## config.mk

```make
export PLATFORM = sky130hd
export DESIGN_NAME = serial_subtractor
export DESIGN_NICKNAME = d
export VERILOG_FILES = /design/src/rtl/serial_subtractor.sv
export SDC_FILE = /design/constraint.sdc
export NUM_CORES = 1
export LEC_CHECK = 0
export CORE_ASPECT_RATIO = 1.75
export CORE_UTILIZATION = 45
export CTS_CLUSTER_DIAMETER = 120
export DETAILED_ROUTE_END_ITERATION = 10
export GPL_TIMING_DRIVEN = 0
export PLACE_DENSITY = 0.8
export REMOVE_ABC_BUFFERS = 1
export SLEW_MARGIN = 5
export SYNTH_ARGS = -nofsm -noshare
export SYNTH_HDL_FRONTEND = slang
export SYNTH_SLANG_ARGS = --single-unit
export TNS_END_PERCENT = 20
```

## constraint.sdc

```tcl
create_clock -name i_clk -period 2.15 [get_ports i_clk]
set_clock_uncertainty 0.1 [all_clocks]
set_input_delay 0.43 -clock i_clk [delete_from_list [all_inputs] [get_ports i_clk]]
set_output_delay 0.43 -clock i_clk [all_outputs]
set_load 0.01 [all_outputs]
```

## src/rtl/serial_subtractor.sv

```systemverilog
// Bit-serial WIDTH-bit subtractor: minuend - subtrahend, one bit per clock,
// LSB first, through one full-subtractor cell and a registered borrow flop.
//
// Handshake: an operation is accepted on any rising edge where i_start=1 and
// the block is not in RUN (i.e. IDLE or DONE); o_busy is high for exactly the
// WIDTH cycles of RUN, o_done pulses for the single DONE cycle that follows,
// and o_bit/o_bit_valid carry the difference bit the cell produces in each
// RUN cycle (the bit that is registered on that cycle's closing edge).
module serial_subtractor #(
    parameter int WIDTH = 8
) (
    input  logic             i_clk,
    input  logic             i_rst_n,
    input  logic             i_start,
    input  logic [WIDTH-1:0] i_minuend,
    input  logic [WIDTH-1:0] i_subtrahend,
    output logic             o_busy,
    output logic             o_done,
    output logic [WIDTH-1:0] o_diff,
    output logic             o_borrow,
    output logic             o_bit,
    output logic             o_bit_valid,
    output logic [1:0]       o_state
);

    localparam int CW = $clog2(WIDTH);
    localparam logic [CW-1:0] LAST = CW'(WIDTH - 1);

    typedef enum logic [1:0] {
        IDLE = 2'd0,
        RUN  = 2'd1,
        DONE = 2'd2
    } state_t;

    state_t state;
    state_t state_next;

    logic [WIDTH-1:0] a_sr;
    logic [WIDTH-1:0] b_sr;
    logic [WIDTH-1:0] res_sr;
    logic [WIDTH-1:0] res_next;
    logic [CW-1:0]    count;
    logic             borrow;
    logic             borrow_next;
    logic             d;
    logic             last;
    logic             load;
    logic             bit_q;
    logic [WIDTH-1:0] diff_q;
    logic             borrow_q;

    // Full-subtractor cell on the current LSBs plus the new result word.
    always_comb begin
        d           = a_sr[0] ^ b_sr[0] ^ borrow;
        borrow_next = (~a_sr[0] & b_sr[0]) | (~(a_sr[0] ^ b_sr[0]) & borrow);
        res_next    = {d, res_sr[WIDTH-1:1]};
        last        = (count == LAST);
        load        = i_start && (state != RUN);
    end

    // Next-state logic; DONE may chain straight into a new RUN.
    always_comb begin
        state_next = state;
        case (state)
            IDLE:    if (i_start) state_next = RUN;
            RUN:     if (last) state_next = DONE;
            DONE:    state_next = i_start ? RUN : IDLE;
            default: state_next = IDLE;
        endcase
    end

    // State register.
    always_ff @(posedge i_clk or negedge i_rst_n) begin
        if (!i_rst_n) state <= IDLE;
        else          state <= state_next;
    end

    // Operand capture, per-bit shifting and result/borrow latching on the last bit.
    always_ff @(posedge i_clk or negedge i_rst_n) begin
        if (!i_rst_n) begin
            a_sr     <= '0;
            b_sr     <= '0;
            res_sr   <= '0;
            borrow   <= 1'b0;
            count    <= '0;
            bit_q    <= 1'b0;
            diff_q   <= '0;
            borrow_q <= 1'b0;
        end else if (load) begin
            a_sr   <= i_minuend;
            b_sr   <= i_subtrahend;
            res_sr <= '0;
            borrow <= 1'b0;
            count  <= '0;
        end else if (state == RUN) begin
            a_sr   <= a_sr >> 1;
            b_sr   <= b_sr >> 1;
            res_sr <= res_next;
            borrow <= borrow_next;
            bit_q  <= d;
            count  <= last ? '0 : count + 1'b1;
            if (last) begin
                diff_q   <= res_next;
                borrow_q <= borrow_next;
            end
        end
    end

    // Outputs: status decoded from state; o_bit holds the last bit outside RUN.
    always_comb begin
        o_busy      = (state == RUN);
        o_done      = (state == DONE);
        o_bit_valid = (state == RUN);
        o_bit       = (state == RUN) ? d : bit_q;
        o_diff      = diff_q;
        o_borrow    = borrow_q;
        o_state     = state;
    end

endmodule

```

==> results.json, run 1 <==
{
  "dr.first_iter.drc_count": 13,
  "clkLatencyLatePin_ns": 0.28,
  "placed_cells": 200,
  "cts_tree": "done",
  "setup_slack_ns": -0.0100,
  "cp-start-kind": "flip-flop",
  "io_buffer_count": 33,
  "dpl_cell_area_um2": 2200,
  "grt.total_usage_pct": 16.3,
  "clk_path_buf_depth": 2,
  "slew_viol_final": 0,
  "synth-simple-area-share_pct": 5.56,
  "synth_mux_area_share_pct": 32.0,
  "crit_required_ns": 1.62,
  "globalRouteOverflowTotal": 0,
  "setup_viol": 1,
  "nets": 184,
  "dp_hpwl_mm": 2.05,
  "fin_area_um2": 2320,
  "min_period_ns": 2.16,
  "synth_top_family_by_area": "multiplexers",
  "antenna_found_initial": 0,
  "netlist_area_um2": 1890,
  "rr_worst_depth": 4,
  "finalCoreUtilization_pct": 58.9,
  "tightest_slew_ns": 1.22,
  "synth_area_per_cell_um2": 14.9,
  "antenna_left": 0,
  "cts-root-buf": "clkbuf_8",
  "ctsHoldBuffers": 0,
  "fmax_ghz": 0.463,
  "syn_inst": 127,
  "synthXorXnorAreaFrac_pct": 0,
  "yosysWarnings": 0,
  "hold_viol_final": 0,
  "synth_cell_types": 23,
  "ys_ff_latch": 39,
  "die_h_um": 87.7,
  "power.leakage_uw": 0.00110,
  "powerDensity_nw_per_um2": 1400,
  "antenna_cells": 0,
  "via_per_inst": 5.15,
  "crit_type": "reg2out",
  "routedWlPerCell_um": 14.7,
  "clk_pin_slew_ns": 0.07,
  "area_growth_pct": 22.8,
  "gp_congestion": 0.678,
  "dieArea_um2": 4470,
  "fillCellCount": 329,
  "path_max_fanout": 3,
  "path_cells": "inv_2, fa_1, nand3b_1, o21ai_1, buf_2",
  "drive_above_1_share_pct": 38.0,
  "drt-pass1-iter-count": 4,
  "synth_compound_area_share_pct": 2.45,
  "crit_arrival_ns": 1.63,
  "failed_checks": "setup timing",
  "grt_pass1_wl_mm": 5.46,
  "rows": 30,
  "cpPeakStageDelay_ns": 0.55,
  "grt_pass1_vias": 1225,
  "drv_cap": 0,
  "ios": 34,
  "fin_crit_sh_pct": 100,
  "die_x_um": 51.0,
  "ir_drop_v": 0.000769,
  "drt_wl_total_mm": 3.09,
  "cts_max_level": 2,
  "core_area_um2": 3940,
  "vias": 1086,
  "grt_max_degree": 40,
  "relSlewSlack_pct": 19.0,
  "drc_errors": 0,
  "status": "complete, but fails checks",
  "synth_fa_ha_area_share_pct": 2.38,
  "cp_slowest_cell": "fa_1",
  "seq_area_frac_synth_pct": 51.6,
  "rsz0062_at_grt": "true",
  "hold_slack_ns": 0.141,
  "end_kind": "output pin",
  "hold_class": "in2async",
  "numCtsBuffers": 5,
  "fin_cells": 211,
  "clock-sinks": 39,
  "initial_core_util_pct": 48.0
}
-- metal layers --
layer	up-vias	wire (um)	GRT usage, %	share of wire, %
met5	-	0	0	0
met4	0	44	5.30	1.4
met3	5	95	3.13	3.1
met2	29	1740	29.9	56
met1	548	1220	18.6	39
li1	504	-	-	-
-- path summary, 6_finish.rpt --
path | from | endpoint | slack, ns
worst min register to register | res_sr[1]$_DFFE_PN0P_ | o_diff[0]$_DFFE_PN0P_ | 0.40
worst max-delay path | borrow$_DFFE_PN0P_ | o_bit | -0.01
max in group asynchronous | i_rst_n | o_state[0]$_DFFE_PN0P_ | 1.22
min in group i_clk | res_sr[1]$_DFFE_PN0P_ | o_diff[0]$_DFFE_PN0P_ | 0.40
worst max register to register | count[0]$_DFFE_PN0P_ | o_diff[6]$_DFFE_PN0P_ | 0.30
worst min-delay path | i_rst_n | bit_q$_DFFE_PN0N_ | 0.14
-- cell type report --
class / count / area, um2 / area share, %
Clock buffer: 7 / 86.3 / 3.72
Clock inverter: 1 / 8.76 / 0.377
Inverter: 8 / 30.0 / 1.29
Multi-Input combinational cell: 73 / 818 / 35.2
Sequential cell: 39 / 978 / 42.1
Tap cell: 48 / 60.1 / 2.59
Timing Repair Buffer: 35 / 340 / 14.7
-- logic make-up after synthesis --
group | count (synthesis)
muxes | 47
DFF | 39
buffers and inverters | 16
and+or+nand+nor | 16
AOI/OAI and AO/OA | 6
adders and majority gates | 3
-- sequential cells by signal, indices dropped and copies added, names as in the netlist --
name      flops
count         3
res_sr        7
o_state       2
bit_q         1
o_borrow      1
a_sr          8
o_diff        8
borrow        1
b_sr          8
-- power by group --
part / internal (uW) / total, uW / switching [uW]
logic: 910 / 1470 / 559
clock network: 262 / 503 / 241
registers: 1070 / 1280 / 205
total: 2240 / 3250 / 1000
-- cell usage in the layout (no fill, tap or decap), types with 2 or more instances in the layout --
master            n
mux2_4           22
mux2_2           20
mux2i_1           5
nand2b_1          2
clkbuf_8          6
buf_4             2
inv_1             6
buf_2             2
dlymetal6s2s_1    2
inv_2             2
dfrtp_1          37
clkdlybuf4s50_1  28
dfrtp_2           2
ha_1              2
nor2b_1           6
nor2_1            2
nand3b_1          2
a31o_2            2
-- worst max-delay path, delay by kind of cell (launching register included) --
family	cells	cell delay [ns]
adder cells (fa/ha/maj)	1	0.55
flip-flops	1	0.36
buffers and inverters	2	0.18
AND/OR/NAND/NOR	1	0.14
AO/OA/AOI/OAI	1	0.12
-- Yosys cell counts, drive strengths merged --
cell type,instances,share of area [%]
nor4b,1,0.46
o31ai,1,0.66
nor2b,6,2.0
o21ai,2,0.53
mux2i,5,2.6
inv,8,1.6
ha,2,1.3
dfrtp,39,52
nor2,2,0.40
nand2b,3,0.99
o22ai,1,0.33
buf,8,4.4
and2b,1,0.40
a31o,2,0.93
nor4bb,1,0.53
fa,1,1.1
nand3b,2,0.79
mux2,42,29
-- per-stage QoR --
step	setup TNS [ns]	worst slack, ns	power, uW
2_1_floorplan	-0.346	-0.346	2200
3_3_place_gp	-21.44	-0.952	2670
3_5_place_dp	-10.56	-0.522	2720
4_1_cts	-0.0402	-0.0402	3260
5_1_grt	-0.102	-0.102	3470
6_report	-0.0100	-0.0100	3250
-- what timing repair did --
| action | in CTS | in global routing |
|---|---|---|
| resized for setup | 9 | 4 |
| buffers inserted | 1 | 1 |
| setup endpoints to repair | 20 | 8 |
| pin swaps | 1 | 0 |
| cloned | 1 | 0 |
No activity file was read; power rests on OpenSTA's default activity.
==> run 2, diff against run 1 <==
Settings changed: ABC_AREA from default to 1, PLACE_DENSITY 0.8 to 0.81.
==> results.json, run 2 <==
{
  "status": "complete, no violations",
  "seq_area_frac_synth_pct": 56.3,
  "finalCoreUtilization_pct": 59.2,
  "die_x_um": 48.9,
  "synth.area.top_cells": "dfrtp_1 (56%), nand3_1 (16%), nand2_1 (14%)",
  "rsz0062_at_grt": "true",
  "die_h_um": 84.1,
  "synth_edf_count": 0,
  "mostFrequentLayoutCell": "nand2_1",
  "netlist_area_um2": 1730,
  "cts_max_level": 2,
  "fin_tns_setup_ns": 0,
  "rr_worst_depth": 7,
  "synth_top_area_share_pct": 56.3,
  "slew_viol_final": 0,
  "grt_max_degree": 49,
  "drt_wl_total_mm": 3.31,
  "antenna_cells": 0,
  "globalRouteOverflowTotal": 0,
  "drc_errors": 0,
  "tightest_slew_ns": 0.849,
  "drt-pass1-iter-count": 4,
  "setup_viol": 0,
  "routedWlPerCell_um": 12.1,
  "dr.first_iter.drc_count": 48,
  "drive_above_1_share_pct": 10.5,
  "fmax_ghz": 0.474,
  "crit_type": "reg2out",
  "layout_common_cells": "nand2_1 (65), nand3_1 (57), dfrtp_1 (37)",
  "end_kind": "output pin",
  "io_buffer_count": 33,
  "rows": 29,
  "yosys-top-cells-count": "nand2_1 (66), nand3_1 (57), dfrtp_1 (39)",
  "hold_class": "in2async",
  "grt_pass1_vias": 1250,
  "dieArea_um2": 4110,
  "power.leakage_uw": 0.00107,
  "wl_met1_mm": 1.37,
  "clock-sinks": 39,
  "yosysWarnings": 0,
  "crit_required_ns": 1.62,
  "syn_inst": 193,
  "synth_cell_types": 16,
  "async_flop_share_pct": 100,
  "via_per_inst": 5.15,
  "antenna_left": 0,
  "area_growth_pct": 25.3,
  "cts-root-buf": "clkbuf_8",
  "synth_area_per_cell_um2": 8.98,
  "clkLatencyLatePin_ns": 0.29,
  "fin_crit_sh_pct": 98.2,
  "initial_core_util_pct": 47.3,
  "top_layer_used": "met4",
  "path_max_fanout": 3,
  "met3_length_um": 116,
  "grt.total_usage_pct": 18.2,
  "min_period_ns": 2.11,
  "ir_drop_v": 0.000923,
  "ios": 34,
  "synth.most_common_cell": "nand2_1",
  "clk_path_buf_depth": 2,
  "dpl_cell_area_um2": 2030,
  "grt_pass1_wl_mm": 5.64,
  "synth_top_area_cell": "dfrtp_1",
  "nets": 249,
  "clk_pin_slew_ns": 0.07,
  "gp_congestion": 0.739,
  "dp_hpwl_mm": 1.89,
  "antenna_found_initial": 0,
  "hold_viol_final": 0,
  "cts_tree": "done",
  "ys_ff_latch": 39,
  "vias": 1412,
  "cp-start-kind": "flip-flop",
  "reg2reg_slack_ns": 0.74,
  "dr_wl_met2_mm": 1.73,
  "numCtsBuffers": 5,
  "worstReg2RegEnd": "o_diff[3]$_DFFE_PN0P_",
  "crit_arrival_ns": 1.58,
  "powerDensity_nw_per_um2": 1350,
  "ctsHoldBuffers": 0,
  "core_area_um2": 3660,
  "ys.flop_type": "dfrtp_1",
  "fin_area_um2": 2170,
  "r2r_start": "o_state[0]$_DFFE_PN0P_",
  "relSlewSlack_pct": 43.4,
  "finalPower_uw": 2930,
  "drv_cap": 0
}
==> run 2: changes by cell type after synthesis, sizes merged, moves of 3 or more <==
cell / delta
nand2: +68
mux2i: -5
nand2b: -3
mux2: -42
buf: +4
nand3: +57
nor2b: -6
==> run 2: what timing repair did <==
item	CTS	global route
gates cloned	1	0
setup endpoints to repair	3	3
gates resized for setup	8	2
hold endpoints to repair	0	0
setup buffers	3	2
pin swaps	2	2
==> run 2: layout make-up <==
type                            instances  area [um2]
Clock inverter                          1        5.00
Fill cell                             337        1490
Sequential cell                        39         978
Multi-Input combinational cell        135         663
Timing Repair Buffer                   38         360
Clock buffer                            7        76.3
Inverter                                8        30.0
Tap cell                               46        57.6
==> run 2: cell families (layout without fill, tap and decap cells) <==
logic type	count (synthesis)	in the layout	synth area share, %
fa+ha+maj	3	3	2.60
simple gates	129	130	33.7
flops	39	39	56.3
compound gates	2	2	0.650
buf+inv	20	54	6.71
==> run 2: where the power goes <==
part	internal [uW]	switching, uW
Sequential	1050	177
Clock	227	245
Combinational	556	681
Total	1830	1100
==> run 2: stage by stage <==
| step | hold slack [ns] | cells | setup WS, ns |
|---|---|---|---|
| floorplan | 0.0344 | 181 | 0.361 |
| detailed placement | 0.362 | 260 | -0.283 |
| global placement | 0.355 | 260 | -0.361 |
| finish | 0.138 | 274 | 0.0381 |
| CTS | 0.169 | 272 | 0.0232 |
| global route | 0.216 | 274 | -0.0187 |
==> run 2: critical path: stages (launching register included) <==
cell and delay [ns]:
dfrtp_2 0.38, inv_2 0.06, nor2_4 0.16, buf_4 0.16, clkdlybuf4s50_1 0.53
==> run 2: how the worst max path moves through the flow <==
stage	slack [ns]	depth (start not counted)	start	endpoint
3_3_place_gp	-0.36	1	i_rst_n	b_sr[3]$_DFFE_PN0P_
5_1_grt	-0.02	5	b_sr[0]$_DFFE_PN0P_	o_bit
6_report	0.04	4	o_state[0]$_DFFE_PN0P_	o_bit_valid
3_5_place_dp	-0.28	5	o_state[1]$_DFFE_PN0P_	o_bit
4_1_cts	0.02	3	o_state[1]$_DFFE_PN0P_	o_bit_valid
2_1_floorplan	0.36	4	o_state[1]$_DFFE_PN0P_	o_bit
==> run 2: per-layer routing <==
| metal | vias to the layer above | global-route usage (%) |
|---|---|---|
| met4 | 0 | 10.2 |
| met5 | - | 0 |
| met3 | 8 | 4.37 |
| met1 | 673 | 20.7 |
| met2 | 37 | 30.7 |
| li1 | 694 | - |
